<file path="src/rtl/dmem_req_queue.sv">
// In-order outstanding-request queue between the LD/ST stage and data memory.
// Requests are enqueued, issued and retired through one circular array by three pointers.
module dmem_req_queue #(
  parameter int addr_width_p = 32,
  parameter int data_width_p = 32,
  parameter int depth_p      = 4
) (
  input  logic                         clk,
  input  logic                         reset,
  input  logic                         core_valid_i,
  input  logic [addr_width_p-1:0]      core_addr_i,
  input  logic [data_width_p-1:0]      core_wdata_i,
  input  logic                         core_wen_i,
  input  logic                         core_byte_i,
  output logic                         core_ready_o,
  output logic                         mem_valid_o,
  output logic [addr_width_p-1:0]      mem_addr_o,
  output logic [data_width_p-1:0]      mem_wdata_o,
  output logic                         mem_wen_o,
  output logic                         mem_byte_o,
  input  logic                         mem_yumi_i,
  input  logic                         mem_rvalid_i,
  input  logic [data_width_p-1:0]      mem_rdata_i,
  output logic                         mem_ryumi_o,
  output logic                         resp_valid_o,
  output logic [data_width_p-1:0]      resp_data_o,
  output logic                         resp_wen_o,
  input  logic                         resp_yumi_i,
  output logic [$clog2(depth_p):0]     occupancy_o
);

  localparam int unsigned PW      = $clog2(depth_p);
  localparam int unsigned CW      = PW + 1;
  localparam int unsigned DEPTH_U = depth_p;
  localparam logic [CW-1:0] DEPTH = CW'(depth_p);

  logic [addr_width_p-1:0] addr_q  [depth_p];
  logic [data_width_p-1:0] wdata_q [depth_p];
  logic                    wen_q   [depth_p];
  logic                    byte_q  [depth_p];

  logic [PW-1:0] wptr, iptr, rptr;
  logic [CW-1:0] count, issued;
  logic          enq, issue, retire;
  logic [data_width_p-1:0] resp_next;

  assign core_ready_o = (count < DEPTH);
  assign enq          = core_valid_i & core_ready_o;

  // Counts disambiguate full vs. empty where the pointers alone would collide.
  assign mem_valid_o  = (count != issued);
  assign mem_addr_o   = addr_q[iptr];
  assign mem_wdata_o  = wdata_q[iptr];
  assign mem_wen_o    = wen_q[iptr];
  assign mem_byte_o   = byte_q[iptr];
  assign issue        = mem_valid_o & mem_yumi_i;

  assign mem_ryumi_o  = mem_rvalid_i & (issued != '0) & (~resp_valid_o | resp_yumi_i);
  assign retire       = mem_ryumi_o;
  assign occupancy_o  = count;

  always_comb begin
    resp_next = '0;
    if (!wen_q[rptr]) begin
      if (byte_q[rptr]) resp_next[7:0] = mem_rdata_i[7:0];
      else              resp_next      = mem_rdata_i;
    end
  end

  always_ff @(posedge clk or negedge reset) begin
    if (!reset) begin
      for (int unsigned i = 0; i < DEPTH_U; i++) begin
        addr_q[i]  <= '0;
        wdata_q[i] <= '0;
        wen_q[i]   <= 1'b0;
        byte_q[i]  <= 1'b0;
      end
    end else if (enq) begin
      addr_q[wptr]  <= core_addr_i;
      wdata_q[wptr] <= core_wdata_i;
      wen_q[wptr]   <= core_wen_i;
      byte_q[wptr]  <= core_byte_i;
    end
  end

  always_ff @(posedge clk or negedge reset) begin
    if (!reset) begin
      wptr   <= '0;
      iptr   <= '0;
      rptr   <= '0;
      count  <= '0;
      issued <= '0;
    end else begin
      if (enq)    wptr <= wptr + PW'(1);
      if (issue)  iptr <= iptr + PW'(1);
      if (retire) rptr <= rptr + PW'(1);
      count  <= count + CW'(enq) - CW'(retire);
      issued <= issued + CW'(issue) - CW'(retire);
    end
  end

  always_ff @(posedge clk or negedge reset) begin
    if (!reset) begin
      resp_valid_o <= 1'b0;
      resp_data_o  <= '0;
      resp_wen_o   <= 1'b0;
    end else if (retire) begin
      resp_valid_o <= 1'b1;
      resp_data_o  <= resp_next;
      resp_wen_o   <= wen_q[rptr];
    end else if (resp_yumi_i) begin
      resp_valid_o <= 1'b0;
    end
  end

endmodule
</file>
<file path="config.mk">
export PLATFORM = sky130hd
export DESIGN_NAME = dmem_req_queue
export DESIGN_NICKNAME = d
export VERILOG_FILES = /design/src/rtl/dmem_req_queue.sv
export SDC_FILE = /design/constraint.sdc
export NUM_CORES = 1
export LEC_CHECK = 0
export CAP_MARGIN = 0
export CORE_ASPECT_RATIO = 1.1
export CORE_MARGIN = 4
export CORE_UTILIZATION = 45
export CTS_CLUSTER_DIAMETER = 120
export CTS_CLUSTER_SIZE = 24
export DETAILED_ROUTE_END_ITERATION = 12
export PLACE_DENSITY_LB_ADDON = 0.15
export SLEW_MARGIN = 20
export SYNTH_ARGS = -nofsm -noshare
export SYNTH_HDL_FRONTEND = slang
export SYNTH_SLANG_ARGS = --single-unit
</file>
<file path="constraint.sdc">
create_clock -name clk -period 4.3 [get_ports clk]
set_input_delay 0.86 -clock clk [delete_from_list [all_inputs] [get_ports clk]]
set_output_delay 0.86 -clock clk [all_outputs]
set_load 0.05 [all_outputs]
</file>
# Word level (Yosys, flattened, before mapping)
# Index checks and enable logic that the tools add are counted.
[word_totals] reg_bits=310 output_inout_bits=106
[classes] add_sub_neg=7 magnitude_cmp=5 eq_ne=1 n_mux=30 bitwise=9 n_reduce_logical=3
[ops] cell="bitwise mux 128 bit" count=2
[ops] cell="2-to-1 mux 32 bit" count=6
[ops] cell="binary-select mux 32 bit (select 2 bit)" count=2
[ops] cell="demux 32 bit (select 2 bit)" count=1
[ops] cell="2-to-1 mux 24 bit" count=1
[ops] cell="2-to-1 mux 1 bit" count=11
[ops] cell=">= comparator 3 bit, second input constant" count=3
[ops] cell="NOT 2 -> 3 bit" count=3
[ops] cell="binary-select mux 1 bit (select 2 bit)" count=4
[ops] cell="bitwise mux 4 bit" count=2
[ops] cell="adder 2 x 1 -> 2 bit, second input constant" count=3
[ops] cell="adder 3 x 1 -> 3 bit" count=2
[ops] cell="subtractor 3 x 1 -> 3 bit" count=2
[ops] cell="AND 1 bit" count=4
[ops] cell="< comparator 3 x 1 -> 1 bit, second input constant" count=1
[ops] cell="< comparator 3 bit, second input constant" count=1
[ops] cell="!= test 3 bit" count=1
[ops] cell="nonzero test 3 bit" count=1
[ops] cell="demux 1 bit (select 2 bit)" count=1
[ops] cell="nonzero test 2 bit" count=1
[ops] cell="logical AND 1 bit" count=1
[ops] cell="NOT 1 bit" count=1
[ops] cell="OR 1 bit" count=1

# Depth between registers and ports, before layout
[logic_depth] depth_word=6 mapped_depth=11 mapped_depth_nobuf=10

# Worst setup path before layout
# Ideal clock, no wire load.
[synth_timing] path_kind="input-to-reg" from="in resp_yumi_i" to="reg count[2], in the netlist occupancy_o[2]" setup_ps=145 arrival_ps=2940 required_time_ps=4155 setup_slack_ps=1215 cell_stages=11 path_buffers=1 path_cell_list="nand2b_1 -> clkbuf_1 -> nand2_1 -> inv_1 -> ha_1 -> inv_1 -> ha_1 -> inv_1 -> fa_1 -> xnor2_1 -> xnor2_1"
[synth_between] elab_chain_cells=3
[synth_rtl] item="start: declaration" line="28" source="input logic resp_yumi_i,"
[synth_rtl] item="OR 1 bit" line="58" source="assign mem_ryumi_o = mem_rvalid_i & (issued != '0) & (~resp_valid_o | resp_yumi_i);"
[synth_rtl] item="AND 1 bit" line="58"
[synth_rtl] item="via mem_ryumi_o" line="24" source="output logic mem_ryumi_o,"
[synth_rtl] item="subtractor 3 x 1 -> 3 bit" line="97" source="count <= count + CW'(enq) - CW'(retire);"
[synth_rtl] item="end signal: assignment" line="97"
[synth_rtl] item="end: declaration" line="43" source="logic [CW-1:0] count, issued;"
# The timed path passes the listed nets, and every way through them passes these cells.
# A chain may end at the register's enable or synchronous reset.

# Final worst setup path
[layout_timing] from="reg iptr[0]" to="out mem_wdata_o[27]"
[layout_between] elab_chain_cells=4
[layout_rtl] item="start: declaration" line="42" source="logic [PW-1:0] wptr, iptr, rptr;"
[layout_rtl] item="start signal: assignment" line="95" source="if (issue) iptr <= iptr + PW'(1);"
[layout_rtl] item="NOT 2 -> 3 bit (not written as such)" line="53" source="assign mem_wdata_o = wdata_q[iptr];"
[layout_rtl] item="binary-select mux 32 bit (select 2 bit)" line="53"
[layout_rtl] item="2-to-1 mux 32 bit (not written as such) (2 in a row)" line="53"
[layout_rtl] item="end: declaration" line="18" source="output logic [data_width_p-1:0] mem_wdata_o,"
# No other way between the ends. The select of a mux whose other input is x is not followed.

==> impl_results.md <==
* Status: finished, final reports clean
* Period utilization at 85.6%
* Iteration count of the initial detailed-routing pass at 4
* Die area at 32900 sq um
* Initial core utilization at 45.7%
* Avg Cell Area, Syn at 16.8 sq um
* Worst Skew at 22.3 ps
* Port buffer count at 209
* GRT Total Usage at 18.0%
* Synth Warn # at 0
* Worst min-delay path class: in -> async
* R2r setup slk at 1970 ps
* Layout Cells excl Fill at 1371
* Setup_tns at 0 ps
* Root buffer cell: clkbuf_16
* Crit Reg-Reg Endpoint: issued[2]$_DFF_PN0_
* Clock Path Buffers at 3
* Critical Path RT at 3440 ps
* Post-CTS setup buffer count at 0
* CP Capture Type: primary output
* Routed Antenna Nets at 0
* CP max-delay cell: clkdlybuf4s50_1
* Clock transition at the registers of the reported paths at 90 ps
* Netlist cell types at 29
* Ratio of cells with drive above 1 in the final layout at 39.9%
* Hold buffer count at cts at 0
* Die Span X at 173 um
* MaxCap Viol Count at 0
* RSZ-0062 raised after global routing: false
* Achievable frequency at 272 MHz
* Vias per inst at 5.53
* Wire per inst at 21.3 um
* Num ports at 210
* Largest stage delay, worst path at 750 ps
* Data arrival, critical path at 2820 ps
* Final hold viol count at 0
* Post-synthesis cell area at 13500 sq um
* GP Congestion at 0.723
* Vias in the first global route at 8378
* Cell count after synthesis at 806
* Crit path time final at 3680 ps
* Total area of sequential cells at 7760 sq um
* Multi-input logic area at 5450 sq um
* Post-Route WL at 29200 um
* Vias at 7586
* Core area at 29600 sq um
* First-pass GRT wire length at 48100 um
* Later-pin clock latency in the skew report at 500 ps
* # fillers at 2403
* Max-Slew Margin vs Limit at 41.1%
* Worst-margin pin slew at 884 ps
* Most frequent cells in the layout: dfrtp_1 (308), mux2_2 (265), clkdlybuf4s50_1 (207), mux4_2 (67), nand3_1 (25)
* CTS resizes at 0
* Crit Path Max Fanout at 26
* Seq/Total Area, Yosys at 57.4%
* Cells after DPL at 1352
* Die Span Y at 190 um
* CTS tree: built
* Number of enable flip-flop cells after synthesis at 0
* FP Rows at 66
* Ant. Diodes at 0
* Synth-to-Final Area Change at 22.3%
* Syn nets at 920
* CTS Buf Count at 16
* H-tree depth at 1
* Leading cell type in the layout, fill and taps excluded: dfrtp_1
* Worst-path cell chain: buf_12 > mux4_2 > clkdlybuf4s50_1
* Worst r2r src: issued[0]$_DFF_PN0_
* Post-DP HPWL at 18700 um
* Worst Reg2Reg Path Length in Cells at 9
* Crit path kind: reg -> out
* Antenna violations before repair at 1
* Setup violators final at 0
* Total gr overflow at 0
* Synth Flop Type: dfrtp_1
* NumNets Final at 1110
* Critical Path Start Type: flop
* Number of DRC markers in iteration 0 at 350
* #FFs+latches synth at 310
* Final Max Slew Viols at 0
* DRC viols at 0
* CTS Sinks at 310
* Ys async rst share at 100%
* Largest net degree at the start of global routing at 111
* Final core occ at 55.9%
==> synthesized netlist by cell type, types with 2 or more instances <==
library cell  count  area, sq um
o2bb2ai_4         2         55.1
a22o_1            8         70.1
o31ai_1           2         15.0
inv_1            11         41.3
dfrtp_1         310         7760
clkbuf_1          6         22.5
o2bb2ai_1         4         35.0
o2bb2ai_2        18          270
nand3_1          25          125
buf_12            2         40.0
nand2_1           7         26.3
xor2_1            3         26.3
ha_1              8          100
buf_1             6         22.5
fa_1              2         40.0
buf_2            41          205
xnor2_1           9         78.8
mux2_2          265         2980
mux4_2           67         1510
==> final cells by class <==
| type | count | area share, % |
|---|---|---|
| sequential | 310 | 47.0 |
| multi-input combinational | 429 | 33.0 |
| timing repair buffer | 228 | 14.3 |
| tap | 374 | 2.83 |
| clock buffer | 19 | 2.68 |
| inverter | 11 | 0.250 |
==> worst max-delay path, delay by kind of cell, from the launching register on <==
kind                   cells  cell delay, ps
flip-flops                 1             720
buffers and inverters      2            1060
multiplexers               1             540
==> state kept, by name, indices dropped and copies added, names as in the netlist, 3 cells and up <==
register / cells
addr_q: 128
issued: 3
byte_q: 4
occupancy_o: 3
wen_q: 4
wdata_q: 128
resp_data_o: 32
==> per-layer routing <==
metal  vias up  share of wire (%)  global-route usage (%)
met1      4038                 45                    25.3
met5         -              0.024                       0
met2       171                 48                    29.9
met4         2               0.84                    2.52
met3        18                5.6                    4.03
li1       3357                  -                       -
==> logic make-up after synthesis <==
kind of cell	share of synthesized area (%)
AND/OR/NAND/NOR	1.40
adder cells (fa/ha/maj)	1.04
flip-flops	57.4
buffers and inverters	2.54
XOR/XNOR	0.777
multiplexers	33.4
AO/OA/AOI/OAI	3.46
==> through the flow <==
stage	worst slack [ps]	hold WS, ps	area [sq um]
global placement	1090	476	16100
CTS	527	468	16500
finish	618	442	16500
global route	429	500	16500
detailed placement	1080	474	16100
floorplan	1220	474	13500
==> worst max-delay path by stage <==
stage / start / cells after the start / endpoint
2_1_floorplan: resp_yumi_i / 11 / occupancy_o[2]$_DFF_PN0_
3_3_place_gp: iptr[0]$_DFFE_PN0P_ / 3 / mem_addr_o[22]
3_5_place_dp: iptr[0]$_DFFE_PN0P_ / 3 / mem_wdata_o[12]
4_1_cts: iptr[0]$_DFFE_PN0P_ / 3 / mem_wdata_o[12]
5_1_grt: iptr[0]$_DFFE_PN0P_ / 3 / mem_wdata_o[23]
6_report: iptr[0]$_DFFE_PN0P_ / 3 / mem_wdata_o[27]
Power is not shown: default switching activity piles up to over one toggle a cycle in this logic, so the estimate is an artifact.
==> patch 1, RTL diff (config.mk and constraints unchanged) <==
The parameter `data_width_p` goes from 32 to 24.
--- a/src/rtl/dmem_req_queue.sv
+++ b/src/rtl/dmem_req_queue.sv
@@ -2,7 +2,7 @@
 // Requests are enqueued, issued and retired through one circular array by three pointers.
 module dmem_req_queue #(
   parameter int addr_width_p = 32,
-  parameter int data_width_p = 32,
+  parameter int data_width_p = 24,
   parameter int depth_p      = 4
 ) (
   input  logic                         clk,
Ports: changed (resized core_wdata_i, mem_rdata_i, mem_wdata_o and resp_data_o); port bits go from 210 to 178. The function was not compared with the original's and may differ.
==> patch 1 against the unedited design <==
Die area is 13% lower. Area after synthesis is 13% lower. Worst setup slack worse by 0.043 ns. Final area is 14% lower. Sequential share of layout area is 0.33 points higher. Sequential cell count is 40 lower. Routed wire length is 11% lower. Critical endpoint is now mem_wdata_o[9].
Power is left out: the tool's default activity adds up to more than one toggle a clock period on the data nets, which glitch-free logic cannot reach.
==> patch 1: results <==
setup_path:
  slowest_stage: "dfrtp_4"
  path_max_fanout: 24
  worstPathArrival_ns: 2.87
run_status:
  status: "complete, no violations"
drt:
  wire_per_inst_um: 21.38
  drtIter0Drc: 284
  wirelength_um: 25900
place:
  port_buffers: 177
  place_ws_ns: 1.033
  routabilityCongestion: 0.7474
  dp_cells: 1193
  place_hpwl_um: 16520
  placed_cell_area_mm2: 0.01389
global_route:
  grt_pass1_vias: 7441
  antenna_found_initial: 0
  grt_pass1_wl_um: 41170
  grt_start_max_net_pins: 125
synthesis:
  synthCells: 701
  yosys-top-cells-area: "dfrtp_1 (58%), mux2_2 (22%), mux4_2 (11%), buf_2 (1.5%), o2bb2ai_2 (1.2%)"
  synth_common_cells: "dfrtp_1 (270), mux2_2 (233), mux4_2 (59), buf_2 (35), nand3_1 (17)"
  yosysSeqAreaShare_pct: 57.56
  synth_fp_nets: 799
timing:
  worstMarginPinSlew_ns: 0.9784
  fin_skew_ns: 0.01952
clocking:
  clockBufferDepth: 3
  htreeDepth: 1
  ctsResizeCount: 0
  cts_buffers: 15
finish:
  fin_nets: 962
[patch 1: path summary, 6_finish.rpt]
| check | slack (ns) | endpoint | cells past startpoint | start |
|---|---|---|---|---|
| max | 0.57 | mem_wdata_o[9] | 3 | iptr[0] |
| min reg2reg | 0.50 | wdata_q[18] | 1 | wdata_q[18] |
| max in group asynchronous | 2.64 | addr_q[103] | 2 | reset |
| min in group clk | 0.50 | wdata_q[18] | 1 | wdata_q[18] |
| max reg2reg | 1.83 | issued[2] | 9 | occupancy_o[2] |
| min | 0.44 | resp_data_o[10] | 1 | reset |
[patch 1: per-layer routing]
layer,track usage (%),vias up,wire (um)
li1,-,2918,-
met1,22.63,3555,10500
met2,32.75,120,13790
met3,3.554,23,1243
met4,3.595,0,368
met5,0,-,0
[patch 1: cell families after synthesis]
group           count (synthesis)  synth area share [%]
flops                         270                 57.56
fa+ha+maj                      10                 1.194
xor+xnor                       12                0.8955
simple gates                   29                 1.269
compound gates                 29                 2.750
buf+inv                        58                 2.430
mux                           293                 33.90
[patch 1: layout make-up]
class | count | area, um^2
Tap cell | 346 | 432.9
Clock buffer | 16 | 379.1
Fill cell | 2087 | 11200
Multi-Input combinational cell | 373 | 4706
Inverter | 11 | 41.29
Sequential cell | 270 | 6761
Timing Repair Buffer | 193 | 1944
Clock inverter | 2 | 28.78
[patch 1: worst max-delay path, delay by kind of cell, from the launching register on]
| family | cells | cell delay [ns] |
|---|---|---|
| mux | 1 | 0.53 |
| flops | 1 | 0.76 |
| buf+inv | 2 | 1.08 |
==> patch 2, RTL diff (same settings) <==
Without the edit above. Reset style: synchronous (`reset`), changed in 3 clocked blocks.
--- a/src/rtl/dmem_req_queue.sv
+++ b/src/rtl/dmem_req_queue.sv
@@ -67,7 +67,7 @@
     end
   end
 
-  always_ff @(posedge clk or negedge reset) begin
+  always_ff @(posedge clk) begin
     if (!reset) begin
       for (int unsigned i = 0; i < DEPTH_U; i++) begin
         addr_q[i]  <= '0;
@@ -83,7 +83,7 @@
     end
   end
 
-  always_ff @(posedge clk or negedge reset) begin
+  always_ff @(posedge clk) begin
     if (!reset) begin
       wptr   <= '0;
       iptr   <= '0;
@@ -99,7 +99,7 @@
     end
   end
 
-  always_ff @(posedge clk or negedge reset) begin
+  always_ff @(posedge clk) begin
     if (!reset) begin
       resp_valid_o <= 1'b0;
       resp_data_o  <= '0;
Check against the original RTL: differs if reset is asserted again (counterexample within 4 cycles, from zero or initial values and one cycle with reset low); with reset held inactive, the same outputs for 4 cycles.
==> patch 2 against the unedited design <==
Final area up 0.20%. Cell count up 6.5%. Worst setup slack got worse by 0.035 ns. Core utilization grew 0.11 points. Area after synthesis down 0.14%. Routed wire length increased by 2.9%. Sequential cell count is 4 higher. Non-clock buffer count increased by 1. Die area shrank 0.13%. Critical path type unchanged.
==> patch 2: results <==
run_status:
  status: "complete, no violations"
finish:
  buf_share_pct: 13.97
  drive_gt1_share_pct: 14.85
  multi_input_gates: 502
  nFillCells: 2418
  clock_area_share_pct: 2.999
  fin_nets: 1184
  sh_seq_area_pct: 53.58
  nClkBuffers: 28
  multi_input_area_share_pct: 26.36
  antenna_cells: 2
  signal_buffers: 229
  nNonClkInverters: 10
  reg.largest.list: "addr_q x128, wdata_q x128, resp_data_o x32"
timing:
  relSlewSlack_pct: 44.94
  fin_skew_ns: 0.02865
  setup_tns_ns: 0
place:
  port_buffers: 209
  place_hpwl_um: 17740
  routabilityCongestion: 0.7736
pwr:
  p_leak_nw: 5.788
  irDropWorstVdd_v: 0.0007159
synthesis:
  ys_types: 36
  synth_warnings: 0
  synth_common_cells: "and2_1 (261), edfxtp_1 (258), mux4_2 (68), dfxtp_1 (56), nand2_1 (41)"
  synth_top_area_share_pct: 57.38
  async_flop_share_pct: 0
  synthXorXnorAreaFrac_pct: 0.7784
  yosys-top-cells-area: "edfxtp_1 (57%), and2_1 (12%), mux4_2 (11%), dfxtp_1 (8.3%), nand3_2 (1.5%)"
  synth.area.mux_share_pct: 11.65
  yosysSeqAreaShare_pct: 65.68
  synth-edff-count: 258
  synth_fp_nets: 992
  synth_fa_ha_area_share_pct: 0.6672
  synth_compound_area_share_pct: 2.456
global_route:
  grt_start_max_net_pins: 69
  grt_pass1_wl_um: 47130
  grt_pass1_vias: 8275
  antenna_found_initial: 3
  gr-usage-all-layers_pct: 18.27
clocking:
  cts_setup_buffers: 0
  ctsResizeCount: 0
  cts_buffers: 17
  numClockSinks: 314
  htreeDepth: 1
  insertion_delay_ns: 0.50
  cts-root-buf: "clkbuf_16"
  path_clk_slew_ns: 0.10
  clockBufferDepth: 3
drt:
  vias: 7680
  firstDrtPassIters: 4
  wirelength_um: 30070
  drtIter0Drc: 619
setup_path:
  path_max_fanout: 25
  worstPathArrival_ns: 2.86
worst_hold_path:
  hold_class: "reg2reg"
-- patch 2: through the flow --
stage,hold WS [ns],area [um^2],power (W),setup WS [ns],instances
floorplan,0.4432,13510,0.006490,0.6351,882
global placement,0.4364,16060,0.007666,1.092,1429
detailed placement,0.4461,16060,0.007681,1.079,1429
CTS,0.4598,16560,0.009408,0.5047,1458
global route,0.4854,16560,0.009722,0.4361,1460
finish,0.4565,16560,0.009287,0.5830,1460
-- patch 2: path summary, 6_finish.rpt --
path | start | endpoint | slack (ns) | depth (start not counted)
worst max register to register | occupancy_o[2] | issued[2] | 1.83 | 10
worst min register to register | resp_data_o[1] | resp_data_o[1] | 0.46 | 2
worst min-delay path | resp_data_o[1] | resp_data_o[1] | 0.46 | 2
worst max-delay path | flip-flop | mem_wdata_o[0] | 0.58 | 3
-- patch 2: power by group --
part           switching, W  leakage, nW  internal (W)
sequential         0.000231         3.14       0.00369
combinational       0.00224         2.41       0.00140
clock              0.000962        0.234      0.000766
-- patch 2: cells by family (layout without fill, tap and decap cells) --
group | after synthesis | in the layout
AOI/OAI and AO/OA | 50 | 50
xor gates and xnor gates | 12 | 12
adders and majority gates | 6 | 6
buffers and inverters | 66 | 268
DFF | 314 | 314
muxes | 72 | 72
other | 0 | 2
and+or+nand+nor | 362 | 362
-- patch 2: metal layers --
layer  vias up  track usage, %  share of wire, %
li1       3561               -                 -
met1      3893           23.51                42
met2       189           32.37                51
met3        35           3.676               5.5
met4         2           4.022               1.8
met5         -               0             0.043
-- patch 2: worst max-delay path, cell delays in order, from the launching register on --
cell and delay, ns:
dfxtp_4 0.67, buf_12 0.31, mux4_2 0.58, clkdlybuf4s50_1 0.73
